`config.mk`:
```
export PLATFORM = sky130hd
export DESIGN_NAME = sdram_bus_arbiter
export DESIGN_NICKNAME = d
export VERILOG_FILES = /design/src/rtl/sdram_bus_arbiter.sv
export SDC_FILE = /design/constraint.sdc
export NUM_CORES = 1
export LEC_CHECK = 0
export ABC_AREA = 1
export CORE_AREA = 2 2 73 75
export DETAILED_ROUTE_END_ITERATION = 10
export DIE_AREA = 0 0 75 77
export DONT_BUFFER_PORTS = 1
export MAX_ROUTING_LAYER = met4
export PLACE_DENSITY = 0.61
export SETUP_SLACK_MARGIN = 0.2
export SLEW_MARGIN = 40
export SYNTH_ARGS = -nofsm -noshare
export SYNTH_HDL_FRONTEND = slang
export SYNTH_SLANG_ARGS = --single-unit
```
`constraint.sdc`:
```
create_clock -name clk -period 2.1 [get_ports clk]
set_input_delay 0.42 -clock clk [delete_from_list [all_inputs] [get_ports clk]]
set_output_delay 0.42 -clock clk [all_outputs]
set_load 0.05 [all_outputs]
```
`src/rtl/sdram_bus_arbiter.sv`:
```
// Two-master round-robin arbiter in front of the SDRAM controller bus port.
// Holds a grant until the controller accepts it and steers in-order read returns back to their issuer.
module sdram_bus_arbiter #(
    parameter int AW    = 23,
    parameter int DW    = 16,
    parameter int BW    = DW / 8,
    parameter int DEPTH = 4
) (
    input  logic          clk,
    input  logic          rst_n,
    input  logic          m0_read,
    input  logic          m0_write,
    input  logic [AW-1:0] m0_addr,
    input  logic [DW-1:0] m0_wdata,
    input  logic [BW-1:0] m0_byteenable,
    output logic          m0_ready,
    output logic          m0_rvalid,
    output logic [DW-1:0] m0_rdata,
    input  logic          m1_read,
    input  logic          m1_write,
    input  logic [AW-1:0] m1_addr,
    input  logic [DW-1:0] m1_wdata,
    input  logic [BW-1:0] m1_byteenable,
    output logic          m1_ready,
    output logic          m1_rvalid,
    output logic [DW-1:0] m1_rdata,
    output logic          s_read,
    output logic          s_write,
    output logic [AW-1:0] s_addr,
    output logic [DW-1:0] s_wdata,
    output logic [BW-1:0] s_byteenable,
    input  logic          s_ready,
    input  logic          s_rvalid,
    input  logic [DW-1:0] s_rdata,
    output logic          rvalid_err
);

    localparam int PW = $clog2(DEPTH);
    localparam int CW = PW + 1;

    typedef enum logic [0:0] {
        ST_IDLE   = 1'b0,
        ST_LOCKED = 1'b1
    } state_t;

    state_t          state_r, state_nxt_s;
    logic            owner_r, owner_nxt_s;
    logic            rr_ptr_r;
    logic [DEPTH-1:0] fifo_r;
    logic [PW-1:0]   wr_ptr_r, rd_ptr_r;
    logic [CW-1:0]   count_r;
    logic            rvalid_err_r;

    logic full_s, elg0_s, elg1_s;
    logic grant_id_s, grant_vld_s, accept_s;
    logic push_s, pop_s, head_s, nonempty_s;

    // The full flag comes from the registered count, so a same-cycle pop never unblocks a read.
    assign full_s     = (count_r == CW'(DEPTH));
    assign nonempty_s = (count_r != {CW{1'b0}});
    assign elg0_s     = (m0_read | m0_write) & ~(m0_read & full_s);
    assign elg1_s     = (m1_read | m1_write) & ~(m1_read & full_s);

    // Grant selection and lock state transitions
    always_comb begin
        grant_id_s  = 1'b0;
        grant_vld_s = 1'b0;
        state_nxt_s = state_r;
        owner_nxt_s = owner_r;
        case (state_r)
            ST_IDLE: begin
                if (elg0_s && elg1_s) begin
                    grant_id_s  = rr_ptr_r;
                    grant_vld_s = 1'b1;
                end else if (elg1_s) begin
                    grant_id_s  = 1'b1;
                    grant_vld_s = 1'b1;
                end else if (elg0_s) begin
                    grant_id_s  = 1'b0;
                    grant_vld_s = 1'b1;
                end else begin
                    grant_id_s  = 1'b0;
                    grant_vld_s = 1'b0;
                end
                if (grant_vld_s && !s_ready) begin
                    state_nxt_s = ST_LOCKED;
                    owner_nxt_s = grant_id_s;
                end else begin
                    state_nxt_s = ST_IDLE;
                end
            end
            ST_LOCKED: begin
                grant_id_s  = owner_r;
                grant_vld_s = owner_r ? elg1_s : elg0_s;
                if (grant_vld_s && s_ready) begin
                    state_nxt_s = ST_IDLE;
                end else begin
                    state_nxt_s = ST_LOCKED;
                end
            end
            default: begin
                state_nxt_s = ST_IDLE;
            end
        endcase
    end

    // Command forwarding multiplexer toward the controller
    always_comb begin
        if (grant_id_s) begin
            s_addr       = m1_addr;
            s_wdata      = m1_wdata;
            s_byteenable = m1_byteenable;
            s_read       = grant_vld_s & m1_read;
            s_write      = grant_vld_s & m1_write;
        end else begin
            s_addr       = m0_addr;
            s_wdata      = m0_wdata;
            s_byteenable = m0_byteenable;
            s_read       = grant_vld_s & m0_read;
            s_write      = grant_vld_s & m0_write;
        end
    end

    assign accept_s  = grant_vld_s & s_ready;
    assign m0_ready  = accept_s & ~grant_id_s;
    assign m1_ready  = accept_s & grant_id_s;

    assign push_s    = s_read & s_ready;
    assign pop_s     = s_rvalid & nonempty_s;
    assign head_s    = fifo_r[rd_ptr_r];
    assign m0_rvalid = pop_s & ~head_s;
    assign m1_rvalid = pop_s & head_s;
    assign m0_rdata  = s_rdata;
    assign m1_rdata  = s_rdata;
    assign rvalid_err = rvalid_err_r;

    // Arbitration state, lock owner and round-robin pointer
    always_ff @(posedge clk or negedge rst_n) begin
        if (!rst_n) begin
            state_r  <= ST_IDLE;
            owner_r  <= 1'b0;
            rr_ptr_r <= 1'b0;
        end else begin
            state_r <= state_nxt_s;
            owner_r <= owner_nxt_s;
            if (accept_s) begin
                rr_ptr_r <= ~grant_id_s;
            end
        end
    end

    // Read-ID tracking FIFO and spurious-return flag
    always_ff @(posedge clk or negedge rst_n) begin
        if (!rst_n) begin
            fifo_r       <= {DEPTH{1'b0}};
            wr_ptr_r     <= {PW{1'b0}};
            rd_ptr_r     <= {PW{1'b0}};
            count_r      <= {CW{1'b0}};
            rvalid_err_r <= 1'b0;
        end else begin
            if (push_s) begin
                fifo_r[wr_ptr_r] <= grant_id_s;
                wr_ptr_r         <= wr_ptr_r + PW'(1);
            end
            if (pop_s) begin
                rd_ptr_r <= rd_ptr_r + PW'(1);
            end
            case ({push_s, pop_s})
                2'b10:   count_r <= count_r + CW'(1);
                2'b01:   count_r <= count_r - CW'(1);
                default: count_r <= count_r;
            endcase
            if (s_rvalid && !nonempty_s) begin
                rvalid_err_r <= 1'b1;
            end
        end
    end

endmodule

```
Word level (Yosys, flattened, before mapping)
Cells that the tools add are included.
Word-level totals
  flip-flop bits (word level): 15
  input port bits: 106
  output and inout port bits: 80
  logic and storage cells: 73
Cells by class
  $add $sub $neg: 4
  $lt $le $gt $ge: 3
  equal/unequal tests: 3
  multiplexer cells: 23
  bitwise operators: 22
  reductions and logical operators: 10
Operators with widths (number)
  two-way mux 23 bit: 1
  two-way mux 16 bit: 1
  bitwise AND 1 bit: 15
  two-way mux 1 bit: 13
  < comparator 2 x 3 -> 1 bit (second input constant): 2
  one-hot mux 1 bit (2 select lines): 3
  one-hot mux 3 bit (2 select lines): 1
  logical AND 1 bit: 5
  NOT 1 bit: 5
  adder 2 x 1 -> 2 bit (second input constant): 2
  bitwise mux 4 bit: 1
  adder 3 x 1 -> 3 bit (second input constant): 1
  == test 3 bit (second input constant): 1
  nonzero test 3 bit: 1
  subtractor 3 x 1 -> 3 bit (second input constant): 1
  binary-select mux 1 bit (select 2 bit): 1
  demux 1 bit (select 2 bit): 1
  == test 2 x 1 -> 1 bit (second input constant): 1
  == test 2 bit (second input constant): 1
  >= comparator 2 x 1 -> 1 bit (second input constant): 1
  logical NOT 1 bit: 2
  two-way mux 2 bit: 1
  OR 1 bit: 2
  AND reduction 2 bit: 1
  nonzero test 2 bit: 1

Logic depth before layout (Yosys ltp)
  depth after elaboration: 14
  mapped depth: 15
  depth with buffers taken out: 15

Least setup slack after synthesis
Ideal clock, no wire load.
  path kind: input -> output
  start: input port m0_read
  end: output port s_read
  arrival: 2117 ps
  data required time: 1680 ps
  slack: -437 ps
  cell stages on the path: 6
  buffers on the path: 0
  cells stage by stage: or2_1 nand3_1 nand3_2 nand2_4 nand2_2 a21boi_0
Between the ends
  cells in the longest elaborated chain, start to end: 10
  elaborated cells on any way between the ends: 16
  those cells by class: 9 x mux; 6 x bitwise; 1 x reduce/logical
RTL lines
  from (decl): RTL line 11  | input logic m0_read,
  bitwise AND 1 bit: RTL line 61  | assign elg0_s = (m0_read | m0_write) & ~(m0_read & full_s);
  NOT 1 bit: RTL line 61
  bitwise AND 1 bit: RTL line 61
  two-way mux 1 bit: RTL line 78  | end else if (elg0_s) begin
  two-way mux 1 bit: RTL line 75  | end else if (elg1_s) begin
  two-way mux 1 bit: RTL line 72  | if (elg0_s && elg1_s) begin
  two-way mux 1 bit: RTL line 70  | case (state_r)
  one-hot mux 1 bit (2 select lines): RTL line 70
  bitwise AND 1 bit, on equally long branches: RTL line 119, 113
  two-way mux 1 bit *: RTL line 109  | if (grant_id_s) begin
  to (decl): RTL line 27  | output logic s_read,
Every way passes the cells marked *; elsewhere a longest branch is shown, timed or not. The select of a mux whose other input is x is not followed.

Worst setup path in the final report
  start: register count_r[0]
  end: output port s_addr[14]
Between the ends
  cells in the longest elaborated chain, start to end: 8
  elaborated cells on any way between the ends: 12
  those cells by class: 1 x eq/ne; 4 x mux; 6 x bitwise; 1 x reduce/logical
RTL lines
  from (decl): RTL line 51  | logic [CW-1:0] count_r;
  from (signal assigned): RTL line 158  | count_r <= {CW{1'b0}};
  from (signal assigned): RTL line 169  | 2'b10: count_r <= count_r + CW'(1);
  from (signal assigned): RTL line 170  | 2'b01: count_r <= count_r - CW'(1);
  == test 3 bit *: RTL line 59  | assign full_s = (count_r == CW'(DEPTH));
  bitwise AND 1 bit, on equally long branches: RTL line 62, 61
  NOT 1 bit, on equally long branches: RTL line 62, 61
  bitwise AND 1 bit, on equally long branches: RTL line 62, 61
  two-way mux 1 bit or logical AND 1 bit (tied branches): RTL line 75, 72
  two-way mux 1 bit *: RTL line 72
  one-hot mux 1 bit (2 select lines) *: RTL line 70
  two-way mux 23 bit *: RTL line 109
  to (decl): RTL line 29  | output logic [AW-1:0] s_addr,
Every way passes the cells marked *; elsewhere a longest branch is shown, timed or not.

==> flow_results.org <==
** Outcome
- The run finished, with violations left.
- Failing checks :: setup timing

** Drt
- Number of detailed-routing iterations run before antenna repair :: 4
- Metal3 WL :: 492 microns
- Total wire length :: 5.79 mm
- Routed signal wires occupy layers up through met4.
- Remaining design rule violation count :: 0
- Detailed-route wire length on metal 1 :: 2.19 mm
- The detailed router finished its first iteration with 53 violations.
- Post-route ant nets :: 0
- After detailed routing, the number of vias per cell comes to 5.01.
- Total via count after detailed routing :: 1799
- Dividing the detail-routed wire length by the instance count gives 16.1 microns.
- Routed wire length on met2 :: 3.04 mm

** Clocking
- H-Tree Level Count :: 1
- In this run, CTS created clock tree buffers numbering 3.
- Clk Latency, worst-skew pair :: 0.26 ns
- Clock Pin Slew Worst Setup and Hold Paths :: 0.07 ns
- In this run the deepest clock path goes through 2 buffers.
- Root buffer cell :: sky130_fd_sc_hd__clkbuf_8
- CTS saw 15 sinks.
- TritonCTS built the clock tree.

** STA
- Timing would allow up to 444 MHz.
- Number of failing hold endpoints at the final stage :: 0
- The number of max-slew violations in the final report came to 0.
- Setup repair after global routing missed its margin :: true
- Final critical path time including I/O delays and setup :: 2.25 ns
- Hold WS :: 0.0564 ns
- Relative slew margins :: 0.682
- Part of the cycle the worst path needs :: 1.07
- Final-report setup violation count :: 47
- Pin slew with the least headroom to its limit :: 0.477 ns
- The clock arrives with 0.00954 ns of skew.
- After layout, the worst setup slack is -0.154 ns.

** Finish
- Post-layout nets :: 402
- Number of antenna diodes :: 0
- Final cell utilization of the core :: 0.532
- Compared with the post-synthesis result, the final layout area differs by 51.8%.
- Layout cell share with drive strength beyond 1 :: 0.495
- The finished layout holds 359 standard cells, fillers aside.
- FILL cells :: 464

** Critical path
- The worst setup path is launched from a register.
- Required time at the endpoint of the critical path :: 1.68 ns
- Tracing the worst setup path back leads to its startpoint at count_r[0].
- In this run the register-to-register setup slack is -0.14 ns.
- Worst path arrival time :: 1.83 ns
- Critical Setup Path Class :: reg -> out
- Measured in cells, the most critical reg-to-reg path has a length of 14.
- Endpoint kind of the worst setup timing path :: output port
- Worst R2R Start :: count_r[0]
- The endpoint identified for the worst register-to-register timing path is count_r[2].
- In this run the worst path has a maximum fanout of 20.
- In this run the worst setup path terminates at s_addr[14].

** Synth
- Cell types with the largest area share after synthesis :: sky130_fd_sc_hd__nand2_1 (34%), sky130_fd_sc_hd__dfrtp_1 (22%), sky130_fd_sc_hd__buf_4 (14%)
- Number of library cell types mapped by synthesis :: 25
- For this run, the leading register cell type out of synthesis is sky130_fd_sc_hd__dfrtp_1.
- Cell accounting for the most synthesized area :: sky130_fd_sc_hd__nand2_1
- Ranked by instance count, the synthesized netlist is headed by sky130_fd_sc_hd__nand2_1 (156), sky130_fd_sc_hd__buf_4 (32), sky130_fd_sc_hd__inv_1 (16).
- The number of nets handed over by synthesis was 397.
- In the synthesized netlist the async set-or-reset flop fraction comes to 1.00.
- EDFF count, synth :: 0
- Yosys warning count :: 0
- Flip-flop and latch count after synthesis :: 15
- Leading cell type by number of instances after synthesis :: sky130_fd_sc_hd__nand2_1
- Share of Yosys cell area claimed by the top area cell type :: 0.336
- Synth Cell Area :: 1740 sq um
- Portion of the post-synthesis area used by sequential elements :: 0.215
- In this run the mean area of a mapped cell was 6.12 sq um.
- Synthesis handed over a netlist of 285 instances.

** GRT
- The first global-routing pass estimated 8.37 mm of wire.
- The number of global-route vias before repair is 1734.
- The total overflow left after global routing is 0.
- In the global route stage, overall resource usage came out at 0.193.
- Entering global routing, the biggest net connects 21 pins.
- Number of antenna violations at the first check in global routing :: 0

** Placement
- Counting tap cells, the placed design contains a total of 345 instances.
- During placement, the flow inserted port buffers numbering 0.
- Once detailed placement completed, the half-perimeter wirelength came to 4.03 mm.
- At the end of routability-driven placement, the weighted congestion stood at 0.796.

** Flow run
- Max-cap violations in this run came to 0.

** Worst hold path
- Path type of the worst min-delay path :: in -> async

** Floorplanning
- Pin placement for this block handled 186 I/O pins.
- Row Count :: 26
- Die Ht :: 77 microns
- Starting utilization of the core area :: 0.350
- The die covers 5780 sq um.
- The floorplan step set the die width to 75 microns.
- The region available for standard cell placement spans 4980 sq um.
==> critical path, cell delays in order, from the launching register on <==
cell and delay [ns]:
sky130_fd_sc_hd__dfrtp_1 0.41, sky130_fd_sc_hd__nor2_4 0.15, sky130_fd_sc_hd__nand3_2 0.11, sky130_fd_sc_hd__nand3_2 0.11, sky130_fd_sc_hd__nand3_4 0.12, sky130_fd_sc_hd__nand2_8 0.15, sky130_fd_sc_hd__inv_8 0.06, sky130_fd_sc_hd__buf_12 0.15
sky130_fd_sc_hd__nand2_1 0.07, sky130_fd_sc_hd__nand2_2 0.07, sky130_fd_sc_hd__buf_12 0.15
==> sequential cells by signal, indices dropped and copies added, names as in the netlist <==
register and cells:
owner_r 1, state_r 1, wr_ptr_r 2, count_r 3
fifo_r 4, rd_ptr_r 2, rvalid_err 1, rr_ptr_r 1
==> logic make-up (layout without fill, tap and decap cells) <==
family	after synthesis	count (layout)	synth area share
AOI/OAI and AO/OA	12	12	0.0402
xor gates and xnor gates	3	3	0.0151
adders and majority gates	6	6	0.0474
buffers and inverters	61	65	0.230
DFF	15	15	0.215
and+or+nand+nor	188	188	0.452
==> through the flow <==
step | setup WS, ns | setup TNS (ns) | instance area, sq um
2_1_floorplan | 0.00618 | 0 | 1880
3_3_place_gp | 0.00251 | 0 | 2100
3_5_place_dp | -0.0508 | -0.0730 | 2100
4_1_cts | -0.113 | -3.53 | 2640
5_1_grt | -0.247 | -8.62 | 2650
6_report | -0.154 | -5.10 | 2650
==> metal layers <==
metal / GRT usage / vias to the layer above
li1: - / 847
met1: 0.217 / 844
met2: 0.337 / 101
met3: 0.0434 / 7
met4: 0.0536 / 0
met5: - / -
==> how the worst min path moves through the flow <==
stage	from	endpoint	slack [ns]	depth (start not counted)
final	rst_n	rd_ptr_r[1]	0.06	1
after global routing	rst_n	rd_ptr_r[1]	0.08	1
after CTS	s_rvalid	rvalid_err	0.31	1
after detailed placement	rst_n	rd_ptr_r[1]	0.12	0
after global placement	rst_n	rd_ptr_r[1]	0.12	0
after floorplan	rst_n	count_r[0]	0.12	0
==> area by class of cell <==
class / instances / area (sq um) / share of cell area
Clock inverter: 1 / 7.51 / 0.00284
Inverter: 18 / 75.1 / 0.0284
Clock buffer: 3 / 41.3 / 0.0156
Tap cell: 70 / 87.6 / 0.0331
Sequential cell: 15 / 375 / 0.142
Multi-Input combinational cell: 209 / 1410 / 0.532
Timing Repair Buffer: 43 / 651 / 0.246
==> repair_timing <==
item                                    CTS  global route
gates resized for setup                  87             4
hold endpoints to repair                 15             0
cloned                                    3             0
buffers inserted                          6             0
endpoints found under the setup margin   47            48
hold buffers                              1             0
pin swaps                                25             7
==> placed cells by master, fill, tap and decap left out, drive strengths merged, types with 2 or more instances in the layout <==
cell type,n
inv,18
nor2,10
nand3,12
clkbuf,3
nand4,4
dfrtp,15
o21ai,4
ha,5
nand2,160
a21oi,5
or2,2
buf,43
xor2,2
Power is left out: the tool's default activity adds up to more than one toggle a clock period on the data nets, which glitch-free logic cannot reach.
